`src/rtl/instruction_prefetch_unit.sv`:
```
// Instruction prefetcher: issues one memory read at a time and queues returned
// words with their addresses in a small FIFO for the control unit.
module instruction_prefetch_unit #(
  parameter int          DEPTH    = 4,
  parameter logic [31:0] RESET_PC = 32'h0
) (
  input  logic        clock,
  input  logic        reset,
  output logic        mem_req,
  output logic [31:0] mem_addr,
  input  logic        mem_ack,
  input  logic [31:0] mem_data,
  input  logic        redirect,
  input  logic [31:0] redirect_pc,
  output logic [31:0] I,
  output logic [31:0] I_pc,
  output logic        I_valid,
  input  logic        I_ready
);

  localparam int PW = (DEPTH > 1) ? $clog2(DEPTH) : 1;
  localparam int CW = PW + 1;

  typedef enum logic [1:0] {
    ST_IDLE,
    ST_REQ,
    ST_DROP
  } state_e;

  state_e        state_q;
  logic          mem_req_q;
  logic [31:0]   mem_addr_q;
  logic [31:0]   fetch_pc_q;
  logic [PW-1:0] wr_ptr_q, wr_ptr_d;
  logic [PW-1:0] rd_ptr_q, rd_ptr_d;
  logic [CW-1:0] count_q, count_d;
  logic          push, pop;

  logic [31:0] instr_mem [DEPTH];
  logic [31:0] pc_mem    [DEPTH];

  // A redirect flushes the queue and suppresses any push or pop that cycle.
  always_comb begin
    push     = (state_q == ST_REQ) && mem_ack && !redirect;
    pop      = (count_q != '0) && I_ready && !redirect;
    wr_ptr_d = wr_ptr_q;
    rd_ptr_d = rd_ptr_q;
    count_d  = count_q;
    if (redirect) begin
      wr_ptr_d = '0;
      rd_ptr_d = '0;
      count_d  = '0;
    end else begin
      if (push) wr_ptr_d = wr_ptr_q + PW'(1);
      if (pop)  rd_ptr_d = rd_ptr_q + PW'(1);
      if (push && !pop)      count_d = count_q + CW'(1);
      else if (pop && !push) count_d = count_q - CW'(1);
    end
  end

  always_ff @(posedge clock) begin
    if (reset) begin
      wr_ptr_q <= '0;
      rd_ptr_q <= '0;
      count_q  <= '0;
    end else begin
      wr_ptr_q <= wr_ptr_d;
      rd_ptr_q <= rd_ptr_d;
      count_q  <= count_d;
    end
  end

  always_ff @(posedge clock) begin
    if (push && !reset) begin
      instr_mem[wr_ptr_q] <= mem_data;
      pc_mem[wr_ptr_q]    <= fetch_pc_q;
    end
  end

  // mem_addr only moves when a new request is issued, so it is stable while
  // a request is outstanding, including one that will be dropped.
  always_ff @(posedge clock) begin
    if (reset) begin
      state_q    <= ST_IDLE;
      mem_req_q  <= 1'b0;
      mem_addr_q <= '0;
      fetch_pc_q <= RESET_PC;
    end else if (redirect) begin
      fetch_pc_q <= redirect_pc & ~32'h3;
      if ((state_q != ST_IDLE) && !mem_ack) begin
        state_q   <= ST_DROP;
        mem_req_q <= 1'b1;
      end else begin
        state_q   <= ST_IDLE;
        mem_req_q <= 1'b0;
      end
    end else begin
      case (state_q)
        ST_IDLE: begin
          if (count_q < CW'(DEPTH)) begin
            state_q    <= ST_REQ;
            mem_req_q  <= 1'b1;
            mem_addr_q <= fetch_pc_q;
          end
        end
        ST_REQ: begin
          if (mem_ack) begin
            state_q    <= ST_IDLE;
            mem_req_q  <= 1'b0;
            fetch_pc_q <= fetch_pc_q + 32'd4;
          end
        end
        ST_DROP: begin
          if (mem_ack) begin
            state_q   <= ST_IDLE;
            mem_req_q <= 1'b0;
          end
        end
        default: begin
          state_q   <= ST_IDLE;
          mem_req_q <= 1'b0;
        end
      endcase
    end
  end

  assign mem_req  = mem_req_q;
  assign mem_addr = mem_addr_q;
  assign I_valid  = (count_q != '0);
  assign I        = instr_mem[rd_ptr_q];
  assign I_pc     = pc_mem[rd_ptr_q];

endmodule

```
`config.mk`:
```
export PLATFORM = sky130hd
export DESIGN_NAME = instruction_prefetch_unit
export DESIGN_NICKNAME = d
export VERILOG_FILES = /design/src/rtl/instruction_prefetch_unit.sv
export SDC_FILE = /design/constraint.sdc
export NUM_CORES = 1
export LEC_CHECK = 0
export ABC_AREA = 1
export CAP_MARGIN = 20
export CORE_MARGIN = 2
export CORE_UTILIZATION = 55
export CTS_BUF_LIST = sky130_fd_sc_hd__clkbuf_8 sky130_fd_sc_hd__clkbuf_16
export CTS_CLUSTER_DIAMETER = 80
export DETAILED_ROUTE_END_ITERATION = 7
export GPL_ROUTABILITY_DRIVEN = 1
export PLACE_DENSITY = 0.8
export RECOVER_POWER = 50
export SYNTH_ARGS = -nofsm -noshare
export SYNTH_HDL_FRONTEND = slang
export SYNTH_SLANG_ARGS = --single-unit
```
`constraint.sdc`:
```
create_clock -name clock -period 5.6 [get_ports clock]
set_input_delay 0.56 -clock clock [delete_from_list [all_inputs] [get_ports clock]]
set_output_delay 0.56 -clock clock [all_outputs]
set_load 0.02 [all_outputs]
```
==> results.yml, run 1 <==
clock_network:
  cts_hold_buf: 0
  cts_tree: "built"
  numCtsBuffers: 31
  insertion_delay_ns: 0.55
  cts_setup_buffers: 0
  clock-sinks: 320
  clkTransAtPathRegs_ns: 0.06
  cts.repair.resized: 0
  htreeDepth: 1
  clockBufferDepth: 3
  root_buffer: "clkbuf_16"
global_route:
  grt_first_pass_wirelength_mm: 45.1
  grt_max_degree: 113
  grt_remaining_overflow: 0
  grt_pass1_vias: 8831
  grt_usage: 0.232
  grt_antenna_before_repair: 1
logic_synthesis:
  synth_xor_area_frac: 0.00136
  ys_seq_area_frac: 0.692
  ys_async_sr_fraction: 0
  ys.warnings.count: 0
  synth_area_mm2: 0.0128
  synth_fa_ha_area_frac: 0.00936
  synthMuxAreaShare: 0
  synth_ff_type: "edfxtp_1"
  synth_top_family_by_area: "compound AO/OA/AOI/OAI gates"
  synthTopCellsByArea: "edfxtp_1, dfxtp_1, o21ai_0, nor2_1, nand2_1"
  synth_top_area_cell: "edfxtp_1"
  synth-edff-count: 248
  syn_avg_cell_area_um2: 11.2
  syn_inst: 1150
  synth-simple-area-share: 0.124
  synth_top_area_share: 0.580
  synth_seq_cells: 320
  ys_types: 34
  synth-compound-area-share: 0.130
  synth_common_cells: "edfxtp_1, o21ai_0, nor2_1"
  yosysMostFrequentCell: "edfxtp_1"
sta:
  finalCritPeriodShare: 0.737
  fmax_mhz: 242
  slew_violations: 61
  tns_ns: 0
  grt_setup_unrepaired: "no"
  finClkSkew_ns: 0.0181
  setup_viol: 0
  hold_violations: 0
  relSlewSlack: -0.375
  tightestPinTransition_ns: 2.06
  fin_crit_ns: 4.13
drt:
  vias: 8988
  routed_via_density: 5.51
  antenna_left: 0
  drt-total-wl_mm: 28.6
  wl_per_cell_um: 17.5
  dr.pass1.iters: 5
  drc: 0
  drt_iter0_drc: 928
power:
  power_switching_share: 0.210
  clock_power_share: 0.404
  power_density_mw_per_mm2: 310
  p_int_w: 0.00385
  p_comb_frac: 0.053
  ir_worst_vdd_v: 0.000198
  total_power_w: 0.00487
  p_sw_w: 0.00102
  p_leak_nw: 5.52
  p_seq_frac: 0.543
hold_path:
  hp-class: "reg -> reg"
worst_setup_path:
  cp-end-kind: "register"
  cp.arrival_ns: 4.59
  slowest_delay_ns: 1.47
  cp.required_ns: 6.07
  path_cells: "dlygate4sd3_1 > clkbuf_1 > inv_1 > nand2_1 > nor2_4 > clkbuf_1 > nand2_1 > a31oi_1"
  cpMaxStageDelayCell: "clkbuf_1"
  path_class: "in -> reg"
  cp_max_fo: 60
  cp-start-kind: "input port"
floorplan:
  fp.dieArea_mm2: 0.0246
  initial_core_util: 0.564
  coreArea_mm2: 0.0228
  rows: 55
  die_w_um: 157
  ios: 167
  die_h_um: 157
place:
  place_hpwl_mm: 16.9
  io_buffer_count: 160
  gp_congestion: 0.901
outcome:
  violations: "max-capacitance violations, max-slew violations"
  status: "finished, violations left"
job:
  cap_violations: 1
final_layout:
  drive_above_1_share: 0.0653
  area_delta_synth_final_pct: 22.4
  fin_util: 0.690
  fin_nets: 1372
## cell families after synthesis
logic type / count (synthesis)
AND/OR/NAND/NOR: 372
XOR/XNOR: 2
flip-flops: 320
adder cells (fa/ha/maj): 9
other: 1
AO/OA/AOI/OAI: 313
buffers and inverters: 133
## flip-flops by register name, summed over array words and instances (netlist names), named ones only
| register | flops |
|---|---|
| count_q | 3 |
| fetch_pc_q | 30 |
| instr_mem | 128 |
| mem_addr | 30 |
| mem_req | 1 |
| pc_mem | 120 |
| rd_ptr_q | 2 |
| state_q | 2 |
| wr_ptr_q | 2 |
## through the flow
| stage | std cells | setup slack, ns | instance area, um^2 | hold WS [ns] |
|---|---|---|---|---|
| 3_3_place_gp | 1572 | 1.90 | 14700 | 0.444 |
| 5_1_grt | 1631 | 1.08 | 15700 | 0.500 |
| 3_5_place_dp | 1572 | 1.85 | 14700 | 0.455 |
| 4_1_cts | 1629 | 1.63 | 15700 | 0.465 |
| 2_1_floorplan | 1153 | 1.37 | 12800 | 0.436 |
| 6_report | 1632 | 1.47 | 15700 | 0.463 |
## worst paths after layout
check	slack (ns)	start	end	cells past startpoint
max	1.47	redirect	mem_req	8
min	0.46	state_q[1]	state_q[1]	2
max reg2reg	2.69	state_q[0]	instr_mem[3][18]	6
min reg2reg	0.46	state_q[1]	state_q[1]	2
## cell type report
cell class,count,area (um^2)
Sequential cell,320,8890
Antenna cell,1,2.50
Multi-Input combinational cell,700,3440
Clock inverter,20,120
Clock buffer,37,870
Timing Repair Buffer,171,1720
Tap cell,313,392
Fill cell,1640,7070
Inverter,70,264
## power by group through the flow
stage	Sequential (W)	Clock (W)	Combinational [W]
2_1_floorplan	0.00270	0	0.000110
5_1_grt	0.00265	0.00210	0.000284
3_3_place_gp	0.00269	0	0.000259
3_5_place_dp	0.00269	0	0.000264
6_report	0.00264	0.00197	0.000258
4_1_cts	0.00264	0.00200	0.000268
## placed cells by master, fill, tap and decap left out, types with 6 or more instances in the layout
master	netlist	final
o21ai_0	188	190
edfxtp_1	248	248
a21oi_1	46	46
clkdlybuf4s50_1	0	96
nor2_1	161	157
clkinv_2	0	6
inv_1	67	73
clkbuf_16	0	32
ha_1	8	8
dfxtp_1	72	70
a31oi_1	9	9
buf_4	4	6
nand3_1	36	36
o22ai_1	62	62
nor2_4	10	15
nand2_1	145	145
dlygate4sd3_1	0	64
## critical path, delay by kind of cell
kind / cells / cell delay, ns
AOI/OAI and AO/OA: 1 / 0.29
buffers and inverters: 4 / 3.19
and+or+nand+nor: 3 / 0.55
## metal layers
layer,wire (um),part of all wire,track usage
met1,12000,0.42,0.319
met3,2120,0.074,0.0354
met4,614,0.021,0.0633
met2,13900,0.49,0.389
met5,0,0,0
Power figures use the tool's default switching activity.
==> run 2, diff against run 1 <==
Settings changed: CORE_UTILIZATION 55 to 50, PLACE_DENSITY 0.8 to 0.76.
Clock period 5.6 ns to 3.3 ns, I/O delays scaled along.
==> results.yml, run 2 (same netlist as run 1, synthesis figures left out) <==
place:
  gp_congestion: 0.862
  place_area_mm2: 0.0149
  place_inst: 1603
  io_buffer_count: 160
  place_hpwl_mm: 17.9
clock_network:
  cts_hold_buf: 0
  numCtsBuffers: 31
  clockBufferDepth: 3
  clock-sinks: 320
  htreeDepth: 1
  cts.repair.resized: 0
  insertion_delay_ns: 0.55
  root_buffer: "clkbuf_16"
  clkTransAtPathRegs_ns: 0.06
  cts_setup_buffers: 0
  cts_tree: "built"
sta:
  finClkSkew_ns: 0.00755
  grt_setup_unrepaired: "no"
  setup_viol: 0
  hold_violations: 0
  fin_crit_ns: 3.07
  tightestPinTransition_ns: 0.947
  finalCritPeriodShare: 0.930
  relSlewSlack: 0.369
  slew_violations: 0
  fmax_mhz: 326
final_layout:
  fillers: 1939
  regMostFlops: "instr_mem"
  drive_above_1_share: 0.0699
  top_regs: "instr_mem (128), pc_mem (120)"
  fin_nets: 1384
  fin_util: 0.628
  layout_commonest_cell: "edfxtp_1"
  largest_register_ffs: 128
  area_delta_synth_final_pct: 23.2
  layoutNonFillerInstCount: 1662
  final_cell_mix: "edfxtp_1, o21ai_0, nor2_1"
  final_area_mm2: 0.0158
worst_setup_path:
  cp-start-kind: "register"
  cpMaxStageDelayCell: "clkdlybuf4s50_1"
  cp-end-kind: "output port"
  rr_worst_depth: 8
  worstSetupEndpoint: "I_pc[16]"
  timing.rr.start: "state_q[1]"
  rr_endpoint: "pc_mem[1][26]"
  path_cells: "buf_4 > o21ai_0 > o22ai_1 > clkdlybuf4s50_1"
  cp.arrival_ns: 2.74
  cp_max_fo: 62
  cp.required_ns: 2.97
  slowest_delay_ns: 0.69
  path_class: "reg -> out"
  reg2reg_setup_slack_ns: 0.85
drt:
  drt_iter0_drc: 807
  drc: 0
  dr.pass1.iters: 5
  routed_via_density: 5.46
  wl_per_cell_um: 17.3
  vias: 9068
  drt-total-wl_mm: 28.7
  antenna_left: 0
hold_path:
  hp-class: "in -> reg"
floorplan:
  die_w_um: 164
  fp.dieArea_mm2: 0.0270
  die_h_um: 164
  initial_core_util: 0.510
  coreArea_mm2: 0.0252
  ios: 167
  rows: 58
power:
  ir_worst_vdd_v: 0.000356
  p_leak_nw: 5.58
  power_density_mw_per_mm2: 521
global_route:
  grt_usage: 0.214
  grt_antenna_before_repair: 1
  grt_remaining_overflow: 0
  grt_pass1_vias: 8867
  grt_first_pass_wirelength_mm: 45.6
  grt_max_degree: 125
job:
  cap_violations: 0
outcome:
  status: "complete, no violations"
## run 2: changes by cell type in the layout (fill, tap and decap cells not counted), sizes merged
cell / before / now
buf: 9 / 20
inv: 76 / 80
clkbuf: 39 / 36
bufinv: 1 / 2
clkdlybuf4s50: 96 / 97
dlygate4sd3: 64 / 63
## run 2: cell type report
class / count / area [um^2] / area share
flip-flops and latches: 320 / 8890 / 0.562
multi-input cells: 700 / 3430 / 0.217
repair buffers: 183 / 1840 / 0.116
clock buffers: 33 / 803 / 0.0508
well taps: 330 / 413 / 0.0261
inverters: 70 / 264 / 0.0167
clock inverters: 25 / 166 / 0.0105
diodes: 1 / 2.50 / 0.000158
## run 2: through the flow
| step | setup WS, ns | total power [W] | setup TNS (ns) | hold WS, ns |
|---|---|---|---|---|
| 5_1_grt | 0.0490 | 0.00851 | 0 | 0.366 |
| 3_3_place_gp | 0.776 | 0.00502 | 0 | 0.443 |
| 3_5_place_dp | 0.750 | 0.00502 | 0 | 0.454 |
| 4_1_cts | 0.224 | 0.00833 | 0 | 0.349 |
| 6_report | 0.232 | 0.00824 | 0 | 0.373 |
| 2_1_floorplan | -0.725 | 0.00477 | -179.72 | 0.399 |
## run 2: worst min path at each step
stage,startpoint,endpoint,slack (ns),depth (start not counted)
after floorplan,reset,fetch_pc_q[6],0.40,1
after global placement,rd_ptr_q[1],register,0.44,2
after detailed placement,rd_ptr_q[1],register,0.45,2
after CTS,redirect_pc[3],fetch_pc_q[3],0.35,3
after global routing,redirect_pc[3],fetch_pc_q[3],0.37,3
final,redirect_pc[3],fetch_pc_q[3],0.37,3
## run 2: routing by layer
layer,routed length (um),global-route usage,up-vias
met5,0,0,-
met4,473,0.0498,0
met3,2010,0.0328,37
met2,13900,0.362,344
met1,12400,0.293,4314
li1,-,-,4373
## run 2: critical path, delay by kind of cell (launching register included)
family,cells,cell delay (ns)
buffers and inverters,2,1.23
DFF,1,0.33
AOI/OAI and AO/OA,2,0.62
## run 2: report_power, final
part	switching [W]	internal, W	leakage, nW
sequential	0.0000779	0.00441	2.85
combinational	0.000250	0.000187	2.22
clock	0.00142	0.00190	0.511
total	0.00175	0.00649	5.58
